File: src/rtl/reset_seq_pkg.sv
// Purpose: shared state codes and timer-width helper for the reset sequencer.
// Latency: n/a (declarations only).
// Backpressure: n/a.
package reset_seq_pkg;

    // State encoding is visible on SEQ_STATE, so the codes are fixed.
    localparam logic [2:0] CODE_IDLE    = 3'd0;
    localparam logic [2:0] CODE_QUALIFY = 3'd1;
    localparam logic [2:0] CODE_RELEASE = 3'd2;
    localparam logic [2:0] CODE_RUN     = 3'd3;
    localparam logic [2:0] CODE_HOLD    = 3'd4;

    typedef enum logic [2:0] {
        ST_IDLE    = CODE_IDLE,
        ST_QUALIFY = CODE_QUALIFY,
        ST_RELEASE = CODE_RELEASE,
        ST_RUN     = CODE_RUN,
        ST_HOLD    = CODE_HOLD
    } seq_state_e;

    // Width of the shared timer: wide enough to hold the largest terminal
    // count of the three timed phases, plus one bit of margin.
    function automatic int cnt_width(input int qual_cycles,
                                     input int stage_gap,
                                     input int hold_cycles);
        int m;
        m = qual_cycles;
        if (stage_gap > m)   m = stage_gap;
        if (hold_cycles > m) m = hold_cycles;
        return $clog2(m) + 1;
    endfunction

endpackage

File: src/rtl/reset_sequencer_sync_2ff.sv
// Purpose: two-flop synchroniser for a single asynchronous level.
// Latency: 2 clock edges from input change to sync_out.
// Backpressure: none; free-running level path.
//
// Ports:
//   clk       sampling clock
//   rst       asynchronous active-high reset, both flops clear to 0
//   async_in  level from another clock domain
//   sync_out  synchronised level
module sync_2ff (
    input  logic clk,
    input  logic rst,
    input  logic async_in,
    output logic sync_out
);

    logic meta;

    always_ff @(posedge clk or posedge rst) begin
        if (rst) begin
            meta     <= 1'b0;
            sync_out <= 1'b0;
        end else begin
            meta     <= async_in;
            sync_out <= meta;
        end
    end

endmodule

File: src/rtl/reset_sequencer.sv
// Purpose: qualify clock stability, then release per-subsystem resets LSB first.
// Latency: QUAL_CYCLES after sync, then STAGE_GAP per stage; lock loss reasserts 3 edges after input fall.
// Backpressure: none; SOFT_RESET_REQ_H is honoured only in RUN and never queued.
//
// Ports:
//   CLK_80MHz         sole clock
//   RESET_H           asynchronous active-high reset
//   CLOCKS_STABLE_H   clock-generator stable flag (asynchronous, synchronised here)
//   SOFT_RESET_REQ_H  single-cycle soft-reset request, acted on only in RUN
//   STAGE_RESET_H     per-stage active-high resets, bit 0 released first
//   SEQ_DONE_H        high while in RUN
//   SEQ_STATE         current state code (IDLE=0 .. HOLD=4)
//   LOCK_LOSS_COUNT   saturating count of stability losses outside IDLE
module reset_sequencer
    import reset_seq_pkg::*;
#(
    parameter int NUM_STAGES  = 4,
    parameter int QUAL_CYCLES = 1024,
    parameter int STAGE_GAP   = 16,
    parameter int HOLD_CYCLES = 32
) (
    input  logic                  CLK_80MHz,
    input  logic                  RESET_H,
    input  logic                  CLOCKS_STABLE_H,
    input  logic                  SOFT_RESET_REQ_H,
    output logic [NUM_STAGES-1:0] STAGE_RESET_H,
    output logic                  SEQ_DONE_H,
    output logic [2:0]            SEQ_STATE,
    output logic [7:0]            LOCK_LOSS_COUNT
);

    localparam int CNT_W = cnt_width(QUAL_CYCLES, STAGE_GAP, HOLD_CYCLES);
    // Stage index runs 1..NUM_STAGES: the next bit to release, or NUM_STAGES
    // once every bit is out and only the final gap to RUN remains.
    localparam int IDX_W = $clog2(NUM_STAGES + 1);

    localparam logic [CNT_W-1:0] QUAL_LAST = CNT_W'(QUAL_CYCLES - 1);
    localparam logic [CNT_W-1:0] GAP_LAST  = CNT_W'(STAGE_GAP - 1);
    localparam logic [CNT_W-1:0] HOLD_LAST = CNT_W'(HOLD_CYCLES - 1);

    localparam logic [NUM_STAGES-1:0] ALL_ASSERTED = {NUM_STAGES{1'b1}};
    // Mask after the first release: only bit 0 cleared.
    localparam logic [NUM_STAGES-1:0] FIRST_OUT    = ALL_ASSERTED << 1;
    localparam logic [IDX_W-1:0]      IDX_FIRST    = IDX_W'(1);
    localparam logic [IDX_W-1:0]      IDX_END      = IDX_W'(NUM_STAGES);

    logic                  stable_s;
    seq_state_e            state;
    logic [CNT_W-1:0]      timer;
    logic [IDX_W-1:0]      stage_idx;
    logic [NUM_STAGES-1:0] stage_reset;
    logic                  seq_done;
    logic [7:0]            lock_cnt;
    logic                  active;
    logic                  lock_loss;

    sync_2ff u_stable_sync (
        .clk      (CLK_80MHz),
        .rst      (RESET_H),
        .async_in (CLOCKS_STABLE_H),
        .sync_out (stable_s)
    );

    // Lock loss is only meaningful once the sequencer has left IDLE; the
    // unused codes 5-7 behave as IDLE and so never count a loss.
    always_comb begin
        active = 1'b0;
        case (state)
            ST_QUALIFY, ST_RELEASE, ST_RUN, ST_HOLD: active = 1'b1;
            default:                                 active = 1'b0;
        endcase
        lock_loss = active && !stable_s;
    end

    always_ff @(posedge CLK_80MHz or posedge RESET_H) begin
        if (RESET_H) begin
            state       <= ST_IDLE;
            timer       <= '0;
            stage_idx   <= '0;
            stage_reset <= ALL_ASSERTED;
            seq_done    <= 1'b0;
            lock_cnt    <= 8'd0;
        end else if (lock_loss) begin
            // Highest priority: drop everything back to IDLE in one edge.
            state       <= ST_IDLE;
            timer       <= '0;
            stage_idx   <= '0;
            stage_reset <= ALL_ASSERTED;
            seq_done    <= 1'b0;
            if (lock_cnt != 8'hFF) begin
                lock_cnt <= lock_cnt + 8'd1;
            end
        end else begin
            case (state)
                ST_IDLE: begin
                    timer       <= '0;
                    stage_idx   <= '0;
                    stage_reset <= ALL_ASSERTED;
                    seq_done    <= 1'b0;
                    if (stable_s) begin
                        state <= ST_QUALIFY;
                    end
                end

                ST_QUALIFY: begin
                    if (timer == QUAL_LAST) begin
                        state       <= ST_RELEASE;
                        timer       <= '0;
                        stage_idx   <= IDX_FIRST;
                        stage_reset <= FIRST_OUT;
                    end else begin
                        timer <= timer + CNT_W'(1);
                    end
                end

                ST_RELEASE: begin
                    if (timer == GAP_LAST) begin
                        timer <= '0;
                        if (stage_idx == IDX_END) begin
                            state    <= ST_RUN;
                            seq_done <= 1'b1;
                        end else begin
                            // Bits go out strictly LSB first, so shifting in a
                            // zero releases exactly the next stage.
                            stage_reset <= stage_reset << 1;
                            stage_idx   <= stage_idx + IDX_W'(1);
                        end
                    end else begin
                        timer <= timer + CNT_W'(1);
                    end
                end

                ST_RUN: begin
                    timer <= '0;
                    if (SOFT_RESET_REQ_H) begin
                        state       <= ST_HOLD;
                        stage_reset <= ALL_ASSERTED;
                        stage_idx   <= '0;
                        seq_done    <= 1'b0;
                    end
                end

                ST_HOLD: begin
                    // Clocks are still known good here, so requalification
                    // is skipped and release restarts directly.
                    if (timer == HOLD_LAST) begin
                        state       <= ST_RELEASE;
                        timer       <= '0;
                        stage_idx   <= IDX_FIRST;
                        stage_reset <= FIRST_OUT;
                    end else begin
                        timer <= timer + CNT_W'(1);
                    end
                end

                default: begin
                    state       <= ST_IDLE;
                    timer       <= '0;
                    stage_idx   <= '0;
                    stage_reset <= ALL_ASSERTED;
                    seq_done    <= 1'b0;
                end
            endcase
        end
    end

    assign STAGE_RESET_H   = stage_reset;
    assign SEQ_DONE_H      = seq_done;
    assign SEQ_STATE       = state;
    assign LOCK_LOSS_COUNT = lock_cnt;

endmodule

File: config.mk
export PLATFORM = sky130hd
export DESIGN_NAME = reset_sequencer
export DESIGN_NICKNAME = d
export VERILOG_FILES = /design/src/rtl/reset_seq_pkg.sv /design/src/rtl/reset_sequencer_sync_2ff.sv /design/src/rtl/reset_sequencer.sv
export SDC_FILE = /design/constraint.sdc
export NUM_CORES = 1
export LEC_CHECK = 0
export CAP_MARGIN = 20
export CORE_ASPECT_RATIO = 1.25
export CORE_MARGIN = 3
export CORE_UTILIZATION = 40
export DETAILED_ROUTE_END_ITERATION = 16
export SYNTH_ARGS = -nofsm -noshare
export SYNTH_HDL_FRONTEND = slang
export SYNTH_HIERARCHICAL = 1
export SYNTH_SLANG_ARGS = --single-unit
File: constraint.sdc
create_clock -name CLK_80MHz -period 3.7 [get_ports CLK_80MHz]
set_input_delay 1.11 -clock CLK_80MHz [delete_from_list [all_inputs] [get_ports CLK_80MHz]]
set_output_delay 1.11 -clock CLK_80MHz [all_outputs]
set_load 0.005 [all_outputs]
==> flow_summary_export.csv <==
group,metric,value,unit
status,outcome,"finished clean",
yosys,syn_inst,172,
cells_and_area,stdcell_count,252,
place,dp_cells,244,
drt,drt_iter0_drc,54,
critical_path,worst_ep_arrival_time,1580,ps
sta,maxSlewViolCount,0,
place,hpwl,2621,um
sta,finalSetupTns,0,ps
critical_path,path_max_fanout,16,
yosys,synth.avg_cell_area,10.26,um2
critical_path,cp.required,2590,ps
sta,rsz0062_at_grt,"no",
grt,gr-total-overflow,0,
clock_network,clkTransAtPathRegs,70,ps
power,p_int,0.0008205,W
yosys,synth_top_family_by_area,"simple AND/OR/NAND/NOR gates",
yosys,yosys.area_share.simple,22.18,%
drt,ant_nets,0,
drt,num_vias,1331,
sta,fin_crit,2695,ps
drt,viasPerCell,5.282,
yosys,muxShareOfSynthArea,5.457,%
sta,max_freq,371.1,MHz
critical_path,crit_path_max_incr_delay,690,ps
critical_path,crit_type,"reg -> out",
yosys,synthAdderAreaFrac,2.835,%
clock_network,cts_tree,"done",
power,clock_power_share,22.1,%
floorplan,die_w,65.42,um
power,pwr_density_cell,612.5,nW/um2
sta,finalHoldViolations,0,
yosys,synth_compound_area_share,12.12,%
power,power_leakage,0.8886,nW
cells_and_area,final_core_util,50.69,%
power,sw_frac_of_total,36.53,%
yosys,synth_seq_cells,32,
cells_and_area,final_cell_mix,"dfrtp_1, clkdlybuf4s50_1, nor2_1",
sta,finClkSkew,10.25,ps
yosys,synth_warnings,6,
sta,setup_viol,0,
place,io_buffer_count,19,
cells_and_area,fin_nets,203,
floorplan,fp.dieH,80.28,um
grt,grt_usage,15.34,%
floorplan,core_region_area,4164,um2
yosys,synth_nets,180,
place,gp_congestion,0.7519,
clock_network,cts_setup_buffers,0,
clock_network,cts_buffers,5,
cells_and_area,syn2layout_area_growth,19.56,%
sta,worst_slew_pin_slew,598.9,ps
yosys,yosysUniqueCellTypes,46,
clock_network,htreeDepth,2,
power,p_comb_share,37.9,%
floorplan,start_util,42.40,%
drt,drc,0,
clock_network,clock_latency,290,ps
cells_and_area,n_antenna_cell,0,
clock_network,cts-hold-fix-buffers,0,
drt,drt_first_pass_iters,4,
yosys,synth_xor_area_share,8.930,%
sta,finalCritPeriodShare,72.83,%
clock_network,cts_resized,0,
cells_and_area,layout_commonest_cell,"dfrtp_1",
floorplan,ioPinCount,20,
critical_path,end_kind,"output pin",
critical_path,path_cells,"clkdlybuf4s50_1",
clock_network,clock_sinks,32,
job,max_cap_viol_count,0,
power,power_switching,0.0004723,W
cells_and_area,drive_above_1_share,13.27,%
grt,grt_pass1_vias,1311,
critical_path,cp-start-kind,"flop",
floorplan,die_area,5252,um2
grt,grt_max_degree,18,
clock_network,root_buffer,"clkbuf_8",
grt,antenna_found_initial,0,
min_path,hp-class,"reg -> reg",
power,ir_drop,0.2791,mV
critical_path,cp_top_family,"flip-flops",
critical_path,cp_num_buf_inv,1,
drt,routed_wl,3566,um
floorplan,fp-row-count,26,
power,pwr-share-seq,40.0,%
sta,maxSlewHeadroom,60.07,%
critical_path,slowest_stage,"dfrtp_1",
yosys,yosysSeqAreaShare,45.64,%
drt,wl_per_cell,14.15,um
clock_network,clockBufferDepth,2,
yosys,synthesis.area,1765,um2
grt,grt_pass1_wl,6237,um
## synth_stat cells, drive strengths merged
library cell,number,area share (%)
a2111o,1,0.64
a211oi,2,1.8
a21oi,8,2.3
a311oi,1,0.85
a31oi,3,1.1
and2,2,0.71
and3,2,0.71
and4,4,2.2
and4b,2,1.2
buf,1,0.28
clkbuf,3,0.64
dfrtp,28,40
dfstp,4,6.0
ha,4,2.8
inv,9,1.9
mux2,4,3.2
mux2i,4,2.3
nand2,14,3.4
nand2b,1,0.35
nand3,10,2.8
nand3b,1,0.43
nand4,3,1.1
nand4b,1,0.50
nor2,18,3.8
nor2b,3,1.1
nor3,3,0.85
nor4b,1,1.3
o2111a,1,0.64
o2111ai,1,0.50
o211ai,1,0.43
o21ai,6,2.3
o221ai,1,0.50
o22ai,3,1.1
or2b,1,0.64
or3,3,1.1
xnor2,9,4.5
xor2,9,4.5
## power groups by stage
stage,registers (W),logic (W),clock network (W)
finish,0.000518,0.000490,0.000285
global route,0.000534,0.000540,0.000306
CTS,0.000518,0.000495,0.000295
detailed placement,0.000525,0.000492,0
global placement,0.000520,0.000479,0
floorplan,0.000492,0.000337,0
## state kept, by name, summed over array words and instances, names as in the netlist
register / count
timer: 11
LOCK_LOSS_COUNT: 8
STAGE_RESET_H: 4
SEQ_STATE: 3
stage_idx: 3
SEQ_DONE_H: 1
u_stable_sync/meta: 1
u_stable_sync/sync_out: 1
## per-layer routing
metal / GRT usage, % / share of wire [%]
met5: 0 / 0
met1: 19.16 / 45
met3: 3.776 / 3.0
met2: 25.03 / 50
met4: 6.432 / 2.1
## final timing paths
path | start | endpoint | slack, ps | depth (start not counted)
max reg2reg | SEQ_STATE[2] | STAGE_RESET_H[3] | 1520 | 5
max in group asynchronous | RESET_H | timer[9] | 1900 | 3
max | SEQ_STATE[2] | SEQ_STATE[2] | 1010 | 1
min | u_stable_sync/meta | u_stable_sync/sync_out | 350 | 0
min in group asynchronous | RESET_H | u_stable_sync/meta | 990 | 2
min reg2reg | u_stable_sync/meta | u_stable_sync/sync_out | 350 | 0
## final cells by class
class	instances	area [um2]
Tap cell	56	70.07
Inverter	9	33.78
Clock inverter	1	7.507
Fill cell	421	2053
Clock buffer	7	86.33
Sequential cell	32	805.8
Multi-Input combinational cell	127	909.6
Timing Repair Buffer	20	197.7
## cells by family (layout without fill, tap and decap cells)
family                   count (synthesis)  count (layout)
AND/OR/NAND/NOR                         69              69
flip-flops                              32              32
AO/OA/AOI/OAI                           28              28
XOR/XNOR                                18              18
buffers and inverters                   13              37
multiplexers                             8               8
adder cells (fa/ha/maj)                  4               4
## through the flow
stage | setup WS, ps | hold slack, ps | cell area (um2) | total power (W)
floorplan | 1553 | 331.2 | 1765 | 0.0008293
global placement | 956.2 | 334.5 | 2017 | 0.0009988
detailed placement | 879.6 | 338.1 | 2017 | 0.001017
CTS | 991.2 | 354.7 | 2111 | 0.001308
global route | 937.6 | 357.9 | 2111 | 0.001380
finish | 1005 | 352.0 | 2111 | 0.001293
No activity file was read; power rests on OpenSTA's default activity.
